$ cat src/rtl/rgb_pwm_driver.sv
`default_nettype none
// ============================================================================
// Module   : rgb_pwm_driver
// Purpose  : Three-channel RGB PWM driver with period-aligned shadow duties
//            and cross-fade between the active and previous colour channel.
//            Optional macro RGB_PWM_GAMMA_EN: squared (gamma) duty correction.
// Revision : 1.0 - initial release
// ============================================================================
module rgb_pwm_driver #(
    parameter int PWM_INTERVAL   = 1200,
    parameter bit LED_ACTIVE_LOW = 1'b1,
    parameter int DW             = $clog2(PWM_INTERVAL)
) (
    input  logic          clk,
    input  logic          rst,
    input  logic [DW-1:0] pwm_value,
    input  logic [1:0]    state,
    output logic          red,
    output logic          green,
    output logic          blue,
    output logic          period_start
);

    localparam logic [DW-1:0] c_pwm     = DW'(PWM_INTERVAL);
    localparam logic [DW-1:0] c_cnt_max = DW'(PWM_INTERVAL - 1);

    logic [DW-1:0]        r_cnt;
    logic [DW-1:0]        w_cnt_next;
    logic                 r_rst_d;
    logic                 r_period_start;
    logic [DW-1:0]        w_sat;
    logic [DW-1:0]        w_din_next;
    logic [DW-1:0]        r_d_in;
    logic [1:0]           r_st_in;
    logic [2:0][DW-1:0]   w_duty;
    logic [2:0][DW-1:0]   r_shadow;
    logic [2:0]           r_on;

    assign w_sat = (pwm_value >= c_pwm) ? c_pwm : pwm_value;

`ifdef RGB_PWM_GAMMA_EN
    logic [2*DW-1:0] w_sq;
    assign w_sq       = {{DW{1'b0}}, w_sat} * {{DW{1'b0}}, w_sat};
    assign w_din_next = DW'(w_sq / (2*DW)'(PWM_INTERVAL));
`else
    assign w_din_next = w_sat;
`endif

    // The first cycle after reset holds the counter at 0 so it carries the period_start pulse.
    always_comb begin
        w_cnt_next = r_cnt + DW'(1);
        if (r_rst_d || (r_cnt == c_cnt_max)) begin
            w_cnt_next = '0;
        end
    end

    // Active channel k gets d_in, channel (k+2) mod 3 gets the complement.
    always_comb begin
        w_duty = '0;
        case (r_st_in)
            2'd0: begin
                w_duty[0] = r_d_in;
                w_duty[2] = c_pwm - r_d_in;
            end
            2'd1: begin
                w_duty[1] = r_d_in;
                w_duty[0] = c_pwm - r_d_in;
            end
            2'd2: begin
                w_duty[2] = r_d_in;
                w_duty[1] = c_pwm - r_d_in;
            end
            default: w_duty = '0;
        endcase
    end

    always_ff @(posedge clk) begin
        if (rst) begin
            r_cnt          <= '0;
            r_rst_d        <= 1'b1;
            r_period_start <= 1'b0;
            r_d_in         <= '0;
            r_st_in        <= '0;
            r_shadow       <= '0;
            r_on           <= '0;
        end else begin
            r_rst_d        <= 1'b0;
            r_cnt          <= w_cnt_next;
            r_period_start <= (w_cnt_next == '0);
            r_d_in         <= w_din_next;
            r_st_in        <= state;
            if (r_cnt == c_cnt_max) begin
                r_shadow <= w_duty;
            end
            r_on <= {(r_cnt < r_shadow[2]), (r_cnt < r_shadow[1]), (r_cnt < r_shadow[0])};
        end
    end

    assign red          = r_on[0] ^ LED_ACTIVE_LOW;
    assign green        = r_on[1] ^ LED_ACTIVE_LOW;
    assign blue         = r_on[2] ^ LED_ACTIVE_LOW;
    assign period_start = r_period_start;

endmodule
`default_nettype wire
$ cat config.mk
export PLATFORM = sky130hd
export DESIGN_NAME = rgb_pwm_driver
export DESIGN_NICKNAME = d
export VERILOG_FILES = /design/src/rtl/rgb_pwm_driver.sv
export SDC_FILE = /design/constraint.sdc
export NUM_CORES = 1
export LEC_CHECK = 0
export CAP_MARGIN = 20
export CORE_MARGIN = 3
export CORE_UTILIZATION = 62
export CTS_BUF_LIST = sky130_fd_sc_hd__clkbuf_8
export DETAILED_ROUTE_END_ITERATION = 8
export PLACE_DENSITY = 0.82
export SLEW_MARGIN = 20
export SYNTH_ARGS = -nofsm -noshare
export SYNTH_HDL_FRONTEND = slang
export SYNTH_SLANG_ARGS = --single-unit
$ cat constraint.sdc
create_clock -name clk -period 2.32 [get_ports clk]
set_input_delay 0.58 -clock clk [delete_from_list [all_inputs] [get_ports clk]]
set_output_delay 0.58 -clock clk [all_outputs]
set_load 0.05 [all_outputs]
== Yosys cells after proc, flatten, opt, wreduce, memory -nomap -nowiden ==
Index checks and enable logic that the tools add are counted.
W data, S select, Z words.

* Input bits: 15
* Word-level logic and storage cells: 32
* Output and inout bits: 4
* Register bits after elaboration: 62

* $lt $le $gt $ge: 4
* Eq/ne operators: 3
* Bitwise gates (word level): 3
* $add $sub $neg: 2
* Multiplexer cells: 6
* Reduce and logical (&&, ||, !) cells: 4

{| class="wikitable"
|+ Operators with widths
! cell !! count
|-
| $pmux W11 S2 || 3
|-
| $lt A11 B11 Y1 || 3
|-
| $mux W11 || 2
|-
| $add A11 B1 Y11 const B || 1
|-
| $eq A11 B11 Y1 const B || 1
|-
| $ge A11 B11 Y1 const B || 1
|-
| $logic_not A11 Y1 || 1
|-
| $sub A11 B11 Y11 const A || 1
|-
| $not A1 Y1 || 3
|-
| $eq A2 B1 Y1 const B || 1
|-
| $eq A2 B2 Y1 const B || 1
|-
| $logic_not A2 Y1 || 1
|-
| $reduce_or A2 Y1 || 1
|-
| $logic_or A1 B1 Y1 || 1
|-
| $mux W1 || 1
|}

== Longest topological paths before layout ==
Gate-level depths: netlist of run 1.

* Depth after elaboration: 4
* Mapped depth: 8
* Mapped depth without buffers: 7

== Worst setup path after synthesis of run 1 ==
OpenSTA, ideal clock, no wires.

* Kind: register to register
* Start point: reg r_cnt[1]
* End point: reg r_shadow[29] (netlist bit)
* Arrival: 1.851 ns
* Period minus slack after synthesis: 1.988 ns
* Required time: 2.183 ns
* Slack: 0.332 ns
* Buffers on the path: 3
* Cell stages (with the launch flop): 9
* Library setup time: 0.137 ns
* Cells stage by stage: dfxtp_1 > ha_1 > clkbuf_8 > nand3_1 > or3_1 > buf_6 > buf_8 > a221oi_1 > a211oi_1

* Word-level cells in the longest chain between the ends: 1

{| class="wikitable"
|+ RTL lines
! what !! line !! text
|-
| start: declaration || 27 || <nowiki>logic [DW-1:0] r_cnt;</nowiki>
|-
| start signal: assignment || 88 || <nowiki>r_cnt <= w_cnt_next;</nowiki>
|-
| $eq A11 B11 Y1 || 92 || <nowiki>if (r_cnt == c_cnt_max) begin</nowiki>
|-
| end signal: assignment || 93 || <nowiki>r_shadow <= w_duty;</nowiki>
|-
| end: declaration || 36 || <nowiki>logic [2:0][DW-1:0] r_shadow;</nowiki>
|}

Every way passes these cells.
A chain may end at the register's enable or synchronous reset.

== Worst setup path after layout of run 1 ==
* Start point: reg r_d_in[0]
* End point: reg r_shadow[32] (netlist bit)

* Word-level cells in the longest chain between the ends: 2

{| class="wikitable"
|+ RTL lines
! what !! line !! text
|-
| start: declaration || 33 || <nowiki>logic [DW-1:0] r_d_in;</nowiki>
|-
| start signal: assignment || 90 || <nowiki>r_d_in <= w_din_next;</nowiki>
|-
| $sub A11 B11 Y11 || 63 || <nowiki>w_duty[2] = c_pwm - r_d_in;</nowiki>
|-
| $pmux W11 S2 || 60 || <nowiki>case (r_st_in)</nowiki>
|}

Every way passes these cells.

==> results of run 1 <==
-- synthesized netlist by cell type (3+ instances only) --
cell type  instances  area, um2
a211oi_1          26      195.2
a21o_1            10      75.07
a21oi_1           26      130.1
a221oi_1          10      87.58
a22o_1             3      26.28
a22oi_1            3      22.52
and3_1             7      43.79
buf_2              3      15.01
buf_6              4      45.04
clkbuf_1          13      48.80
dfxtp_1           62       1241
ha_1              35      437.9
inv_1             47      176.4
nand2_1           25      93.84
nand2b_1           4      25.02
nand3_1           15      75.07
nand4_1            3      18.77
nor2_1            24      90.09
nor2b_1            5      31.28
nor3_1             4      20.02
nor3b_1            4      30.03
o2111ai_1          5      43.79
o211ai_1           4      30.03
o21a_1             4      30.03
o21ai_0            6      30.03
o22ai_1            3      18.77
o31ai_1            5      37.54
o32ai_1            4      35.03
xnor2_1           11      96.34
xor2_1             5      43.79
-- layer usage --
metal	part of all wire (%)	vias to the layer above	track usage [%]
met5	0	-	0
met4	2.7	0	11.59
met3	7.2	24	5.060
met2	48	138	42.13
met1	42	1507	34.43
li1	-	1572	-
-- per-stage QoR --
step,utilization [%],setup WS [ps]
after floorplan,-,332.0
after global routing,73.72,48.25
after global placement,69.75,296.3
after CTS,73.63,216.7
final,73.72,148.7
after detailed placement,69.75,232.6
-- sequential cells by signal (all words and copies together), names as in the netlist --
register / count
period_start: 1
r_cnt: 11
r_d_in: 11
r_on: 3
r_rst_d: 1
r_shadow: 33
r_st_in: 2
-- layout make-up --
type / instances / area share (%)
clock buffers: 13 / 4.302
clock inverters: 3 / 0.9627
inverters: 47 / 4.242
multi-input cells: 285 / 50.42
flip-flops and latches: 62 / 29.84
well taps: 72 / 2.166
repair buffers: 37 / 8.063
-- path summary, 6_finish.rpt --
path,start,depth (start not counted),endpoint
hold reg to reg,r_shadow[15]$_SDFFE_PP0P_,2,r_shadow[15]$_SDFFE_PP0P_
setup / recovery,r_d_in[0]$_SDFF_PP0_,8,r_shadow[32]$_SDFFE_PP0P_
setup reg to reg,r_d_in[0]$_SDFF_PP0_,8,r_shadow[32]$_SDFFE_PP0P_
hold / removal,r_shadow[15]$_SDFFE_PP0P_,2,r_shadow[15]$_SDFFE_PP0P_
-- tightest hold or removal path, stage by stage, from the launching register on --
cell and delay, ps:
dfxtp_1 310, nand2_1 50, a21oi_1 50
-- report_power, final --
group | internal (W) | total [W] | switching, W
Combinational | 0.000103 | 0.000242 | 0.000139
Clock | 0.000610 | 0.00103 | 0.000417
Sequential | 0.00108 | 0.00111 | 0.0000281
Total | 0.00180 | 0.00238 | 0.000584
-- repair_timing --
action	4_1_cts	5_1_grt
setup endpoints to repair	0	1
setup buffers	0	0
resized for setup	0	1
-- kinds of logic after synthesis --
group,share of synthesized area (%)
buffers and inverters,9.633
flip-flops,33.65
AND/OR/NAND/NOR,15.06
AO/OA/AOI/OAI,25.44
XOR/XNOR,3.799
adder cells (fa/ha/maj),11.87
multiplexers,0.5428
==> metrics, run 1 <==
RSZ-0062 raised after global routing=false; top_reg_cell synth=dfxtp_1; crit-path leading delay family=compound AO/OA/AOI/OAI gates; Final Cell Area=4159 um2; yosys warns=0; total iterations of the first detailed-routing run=6; number of nets in the layout=492; Clock Tree Root=clkbuf_8; DRT iter0 DRCs=331; Synth Net Count=472; HPWL Detailed=about 6.3 mm; Antenna Nets Post-Route=0; Vert. Die Dim=83.13 um; Distinct cells, synth=60; post-synthesis async set-or-reset flop share=0%; register area=1241 um2; first-pass GRT wire length=around 15 mm; period utilisation layout=93.59%; Final Hold Fails=0; Synth Cell Area=3689 um2; wire length per cell=17.04 um; WP data required=2570 ps; Post-synth EDFFs=0; CP endpoint kind=flip-flop; PwrDens=around 570 nW/um2; routability cong.=0.8528; post-place instance area=slightly below 4000 um2; clock skew=about 6.9 ps; Max-Cap Viols=0; non-filler cells, final=519; Num CTS Buffers=9; most frequent cells in the layout=dfxtp_1 (62), inv_1 (47), ha_1 (35), a211oi_1 (26), a21oi_1 (26); CP Launch Type=flip-flop; largest net degree at the start of global routing=43; syn_area_per_cell=just under 9 um2; H-tree levels=3; P&R area growth vs syn=12.75%; Post-Syn Instances=422; DIE WIDTH=83.13 um; via count=3241; leakage power=1.620 nW; initial antenna violation count=0; Clock Path Buffers=2; status=completed; Clock Latency Late Sink=roughly 340 ps; TritonCTS clock tree=built; Core Footprint=5642 um2; worst path bufs/invs=2; worst relative slew slack=48.32%; Crit Path Category=reg -> reg; I/O Pins=19; full die area=6911 um2; Starting Density=65.38%; Slew @ Worst Pin=775.2 ps; IO buf count=18; Seq/Total Area, Yosys=33.65%; Residual DRC=0; Clock Sinks=62; GRT Resource Usage Total=a little over a quarter; fraction of layout cells with a size suffix above 1=10.51%; crit path time final=~2200 ps; CTS Hold Bufs=0; Worst-path clk slew=70 ps; #FFs+latches synth=62; Overflow after GRT=0; Via-to-Cell Ratio=6.245; worst path cell trace=inv_1 > ha_1 > nor3b_2 > buf_4 > o21ai_0 > xnor2_1 > a221oi_1 > a211oi_1; dpl cells=503; max-slew violations=0; Worst path slowest cell=dfxtp_1; vias in the first global route=3013; Worst VDD drop=approximately 500 uV; Layout fillers=424; Routed Wire Length=a little under 9 mm; Arr. time, crit path=2420 ps; Std-Cell Rows=27; n_diodes=0; Setup TNS=0 ps; hold_ws=459.0 ps; most common cell after layout, fill and taps aside=dfxtp_1; fmax=approximately 460 MHz; Hold WC Path Type=reg -> reg; CP Max Fanout=7; Crit path largest cell delay=480 ps; Final Power=0.002379 W; R2R setup slack=between 100 and 150 ps; endpoints failing setup=0; Multi-input gate area=2097 um2
(Power assumes the default switching activity.)
==> inputs of run 2 (changes only) <==
- CORE_MARGIN: 3 -> 2
==> run 2 against run 1 <==
Effect of this change: first-iteration DRC count shrank 42%; worst setup slack improved by 29 ps; hold slack got worse by 4.6 ps; largest power group unchanged; flip-flop and latch count unchanged; design area is 0.24% lower; clock power about the same; cell count rose by 0.58%; power is 1.0% lower; global-route usage up 2.2 points; wire length down 1.5%; sequential power about the same; register-to-register slack improved by 30 ps.
==> metrics, run 2 (synthesis results as in run 1) <==
CP Max Fanout=7; DRT met1 WL=between 3 and 4 mm; Antenna Nets Post-Route=0; Worst VDD drop=545.5 uV; RSZ-0062 raised after global routing=false; worst path cell trace=inv_1 > ha_1 > or3b_2 > nand3_1 > nor2_1 > a221oi_1 > a211oi_1; Arr. time, crit path=2360 ps; Psw=0.0005813 W; Setup TNS=0 ps; Core Footprint=5851 um2; post-cts sizing count=0; Clk network pwr share=42.7%; Crit Path Category=reg -> reg; first-pass GRT wire length=between 10 and 15 mm; total iterations of the first detailed-routing run=5; Largest register FFs=33; number of nets in the layout=a little under 500; FF-to-FF path depth=7; Worst-path clk slew=70 ps; Hold WC Path Type=reg -> reg; Clock Tree Root=clkbuf_8; Top reg by flops=r_shadow; DIE WIDTH=81.13 um; most common cell after layout, fill and taps aside=dfxtp_1; endpoints failing setup=0; WP data required=between 2000 and 3000 ps; Num CTS Buffers=9; clock skew=8.465 ps; IO buf count=18; PwrDens=567.5 nW/um2; P_int=0.001773 W; Clock Path Buffers=2; R2R setup slack=180 ps; Routed Wire Length=8.711 mm; TritonCTS clock tree=built; largest net degree at the start of global routing=43; Final Power=0.002354 W; top layer in use=met4; period utilisation layout=92.33%; met3 WL=424 um; Routed met2 length=about 4.2 mm; Post-CTS Repair Setup Buffers=0; Worst path slowest cell=or3b_2; RR Startpoint=r_d_in[1]$_SDFF_PP0_; via count=3232; CP Launch Type=flip-flop; worst relative slew slack=48.71%; Largest regs=r_shadow: 33 flops, r_cnt: 11 flops, r_d_in: 11 flops; Final Hold Fails=0; CP endpoint=r_shadow[6]$_SDFFE_PP0P_; Via-to-Cell Ratio=6.192; I/O Pins=19; worst setup path start=r_d_in[1]$_SDFF_PP0_; CTS Hold Bufs=0; Layout fillers=463; Clock Latency Late Sink=350 ps; hold_ws=around 450 ps; P&R area growth vs syn=12.48%; Clock Sinks=62; Starting Density=63.05%; vias in the first global route=between 2000 and 3000; HPWL Detailed=6.206 mm; non-filler cells, final=522; GRT Resource Usage Total=28.54%; Overflow after GRT=0; Switching Share=24.69%; worst path bufs/invs=1; fmax=466.8 MHz; H-tree levels=3; fraction of layout cells with a size suffix above 1=10.07%; n_diodes=0; Residual DRC=0; CP endpoint kind=flip-flop; crit-path leading delay family=simple AND/OR/NAND/NOR gates; Combinational Power Share=10.1%; status=completed; Vert. Die Dim=81.13 um; wire length per cell=16.69 um; full die area=approximately 6600 um2; most frequent cells in the layout=dfxtp_1 (62), inv_1 (48), ha_1 (35), a211oi_1 (26), a21oi_1 (26); routability cong.=~0.87; Crit path largest cell delay=530 ps; R2R Path End=r_shadow[6]$_SDFFE_PP0P_; Slew @ Worst Pin=769.3 ps; max-slew violations=0; initial antenna violation count=0; dpl cells=slightly above 500; crit path time final=2142 ps; sequential share of power=47.2%; Std-Cell Rows=28; DRT iter0 DRCs=193; Max-Cap Viols=0; leakage power=1.617 nW; cell depth of the worst setup path=7
run 2: cell types whose count changed in the layout (fill, tap and decap cells not counted):
cell       before  now
buf_4          18   19
nor3b_2         1    0
nor3b_1         3    4
clkbuf_8       13    9
clkinv_2        2    3
bufinv_16       1    2
inv_1          47   48
run 2: cell type report:
type | instances | area, um2 | share of cell area, %
flip-flops and latches | 62 | 1241 | 29.92
clock inverters | 6 | 78.83 | 1.900
repair buffers | 38 | 342.8 | 8.263
well taps | 75 | 93.84 | 2.262
inverters | 47 | 176.4 | 4.252
multi-input cells | 285 | 2092 | 50.42
clock buffers | 9 | 123.9 | 2.986
run 2: worst min-delay path by stage:
stage	start	to	slack, ps	cells after the start
finish	r_shadow[0]$_SDFFE_PP0P_	r_shadow[0]$_SDFFE_PP0P_	450	2
global route	r_shadow[15]$_SDFFE_PP0P_	r_shadow[15]$_SDFFE_PP0P_	480	2
CTS	r_shadow[0]$_SDFFE_PP0P_	r_shadow[0]$_SDFFE_PP0P_	460	2
detailed placement	r_shadow[0]$_SDFFE_PP0P_	r_shadow[0]$_SDFFE_PP0P_	450	2
global placement	r_shadow[19]$_SDFFE_PP0P_	r_shadow[19]$_SDFFE_PP0P_	440	2
floorplan	r_shadow[12]$_SDFFE_PP0P_	r_shadow[12]$_SDFFE_PP0P_	430	2
run 2: layer usage:
metal | global-route usage [%] | up-vias
li1 | - | 1576
met1 | 35.18 | 1525
met2 | 48.26 | 108
met3 | 4.444 | 23
met4 | 14.41 | 0
met5 | 0 | -
run 2: worst min-delay path, stage by stage (launching register included):
cell	delay [ps]
dfxtp_1	310
nand2_1	50
a21oi_1	50
run 2: power groups by stage:
stage	Clock, W	Combinational [W]	Sequential (W)
6_report	0.00101	0.000237	0.00111
5_1_grt	0.00106	0.000258	0.00111
4_1_cts	0.00101	0.000234	0.00111
3_5_place_dp	0	0.000232	0.00113
3_3_place_gp	0	0.000226	0.00113
2_1_floorplan	0	0.000165	0.00112
run 2: metrics by stage:
stage | utilization (%) | setup WS, ps | instance area [um2]
CTS | 70.92 | 206.9 | 4149
finish | 70.92 | 177.8 | 4149
floorplan | - | 332.0 | 3689
detailed placement | 67.45 | 256.9 | 3946
global route | 70.92 | 67.73 | 4149
global placement | 67.45 | 300.7 | 3946
==> inputs of run 3 (changes only) <==
- REMOVE_ABC_BUFFERS: not set -> 1
==> run 3 against run 2 <==
Effect of this change: global-route usage shrank 0.64 points; via count shrank 1.4%; register-to-register slack is essentially flat; clock skew grew 2.9 ps; largest power group unchanged; worst setup slack lost 9.2 ps; largest cell class unchanged; power grew 0.92%; design area shrank 0.24%.
==> metrics, run 3 (synthesis results as in run 1) <==
crit path time final=between 2000 and 2500 ps; Largest register FFs=33; Routed Wire Length=8.305 mm; Clock Path Buffers=2; full die area=6582 um2; register area=between 1000 and 1500 um2; met3 GRT Util=about 4.6%; Via-to-Cell Ratio=6.129; Clock Tree Root=clkbuf_8; RSZ-0062 raised after global routing=false; n_diodes=0; status=completed; CTS Hold Bufs=0; WP data required=2550 ps; grt met1 use=34.33%; vias in the first global route=between 3000 and 4000; fraction of layout cells with a size suffix above 1=9.438%; Largest regs=r_shadow: 33 flops, r_cnt: 11 flops, r_d_in: 11 flops; M2 GR Usage=a little under half; worst relative slew slack=39.14%; total iterations of the first detailed-routing run=5; HPWL Detailed=6.019 mm; Worst VDD drop=329.5 uV; Antenna Nets Post-Route=0; CP Max Fanout=7; Core Footprint=5851 um2; first-pass GRT wire length=13.99 mm; H-tree levels=3; dpl cells=504; Residual DRC=0; P&R area growth vs syn=12.21%; I/O Pins=19; post-cts sizing count=0; initial antenna violation count=0; Crit Path Category=reg -> reg; Starting Density=63.05%; Overflow after GRT=0; GRT Resource Usage Total=27.90%; Slew @ Worst Pin=912.9 ps; PwrDens=between 500 and 600 nW/um2; Arr. time, crit path=2380 ps; number of nets in the layout=490; routability cong.=0.8546; wire length per cell=approximately 16 um; Post-CTS Repair Setup Buffers=0; endpoints failing setup=0; Num CTS Buffers=9; CP endpoint kind=flip-flop; Final Hold Fails=0; non-filler cells, final=520; TritonCTS clock tree=built; Top reg by flops=r_shadow; DRT iter0 DRCs=~230; most frequent cells in the layout=dfxtp_1 (62), inv_1 (49), ha_1 (35), a211oi_1 (26), a21oi_1 (26); Clock Sinks=62; fmax=464.8 MHz; hold_ws=around 460 ps; via count=3187; max-slew violations=0; Worst-path clk slew=70 ps; Max-Cap Viols=0; most common cell after layout, fill and taps aside=dfxtp_1; Hold WC Path Type=reg -> reg; Clock Latency Late Sink=350 ps; period utilisation layout=92.73%; clock skew=11.40 ps; Std-Cell Rows=28; Layout fillers=442; GR peak layer=met2; CP Launch Type=flip-flop; IO buf count=18; Vert. Die Dim=81.13 um; DIE WIDTH=between 80 and 90 um; leakage power=1.608 nW; largest net degree at the start of global routing=31; Multi-input gate area=2092 um2
==> run 3: changes by cell type in the layout (fill, tap and decap cells not counted), sizes merged <==
cell    previous run  this run
buf               20        17
clkbuf             9        10
clkinv             3         2
inv               48        49
==> run 3: final timing paths <==
check	from	to	slack (ps)	cells past startpoint
worst max-delay path	r_d_in[0]$_SDFF_PP0_	r_shadow[19]$_SDFFE_PP0P_	170	7
worst min-delay path	r_shadow[0]$_SDFFE_PP0P_	r_shadow[0]$_SDFFE_PP0P_	460	2
worst min register to register	r_shadow[0]$_SDFFE_PP0P_	r_shadow[0]$_SDFFE_PP0P_	460	2
worst max register to register	r_d_in[0]$_SDFF_PP0_	r_shadow[19]$_SDFFE_PP0P_	170	7
==> run 3: layout make-up <==
type,count,area share (%)
clock buffers,10,3.325
clock inverters,6,1.874
inverters,47,4.262
multi-input cells,285,50.54
flip-flops and latches,62,29.99
well taps,75,2.267
repair buffers,35,7.739
==> run 3: critical path, cell delays in order (launching register included) <==
cell and delay [ps]:
dfxtp_1 370, inv_1 90, ha_1 280, nor3b_1 430, nor2_1 170, o2111a_1 260
o311ai_0 320, a21oi_1 110
==> run 3: power breakdown <==
part | internal [W] | switching (W) | leakage (nW)
Combinational | 0.000101 | 0.000132 | 0.986
Clock | 0.000622 | 0.000411 | 0.119
Sequential | 0.00108 | 0.0000280 | 0.503
==> run 3: metal layers <==
metal  up-vias  share of wire, %
met5         -                 0
met4         0               2.3
met3        21               5.5
met2       123                48
met1      1471                44
li1       1572                 -
==> run 3: per-stage QoR <==
| step | setup slack, ps | power, W | TNS, ps | utilization [%] | cell area [um2] |
|---|---|---|---|---|---|
| finish | 168.6 | 0.002376 | 0 | 70.74 | 4139 |
| global route | 3.107 | 0.002444 | 0 | 70.74 | 4139 |
| CTS | 173.9 | 0.002373 | 0 | 70.74 | 4139 |
| detailed placement | 201.7 | 0.001362 | 0 | 67.07 | 3924 |
| global placement | 292.0 | 0.001355 | 0 | 67.07 | 3924 |
| floorplan | -19.26 | 0.001271 | -192.6 | - | 3510 |
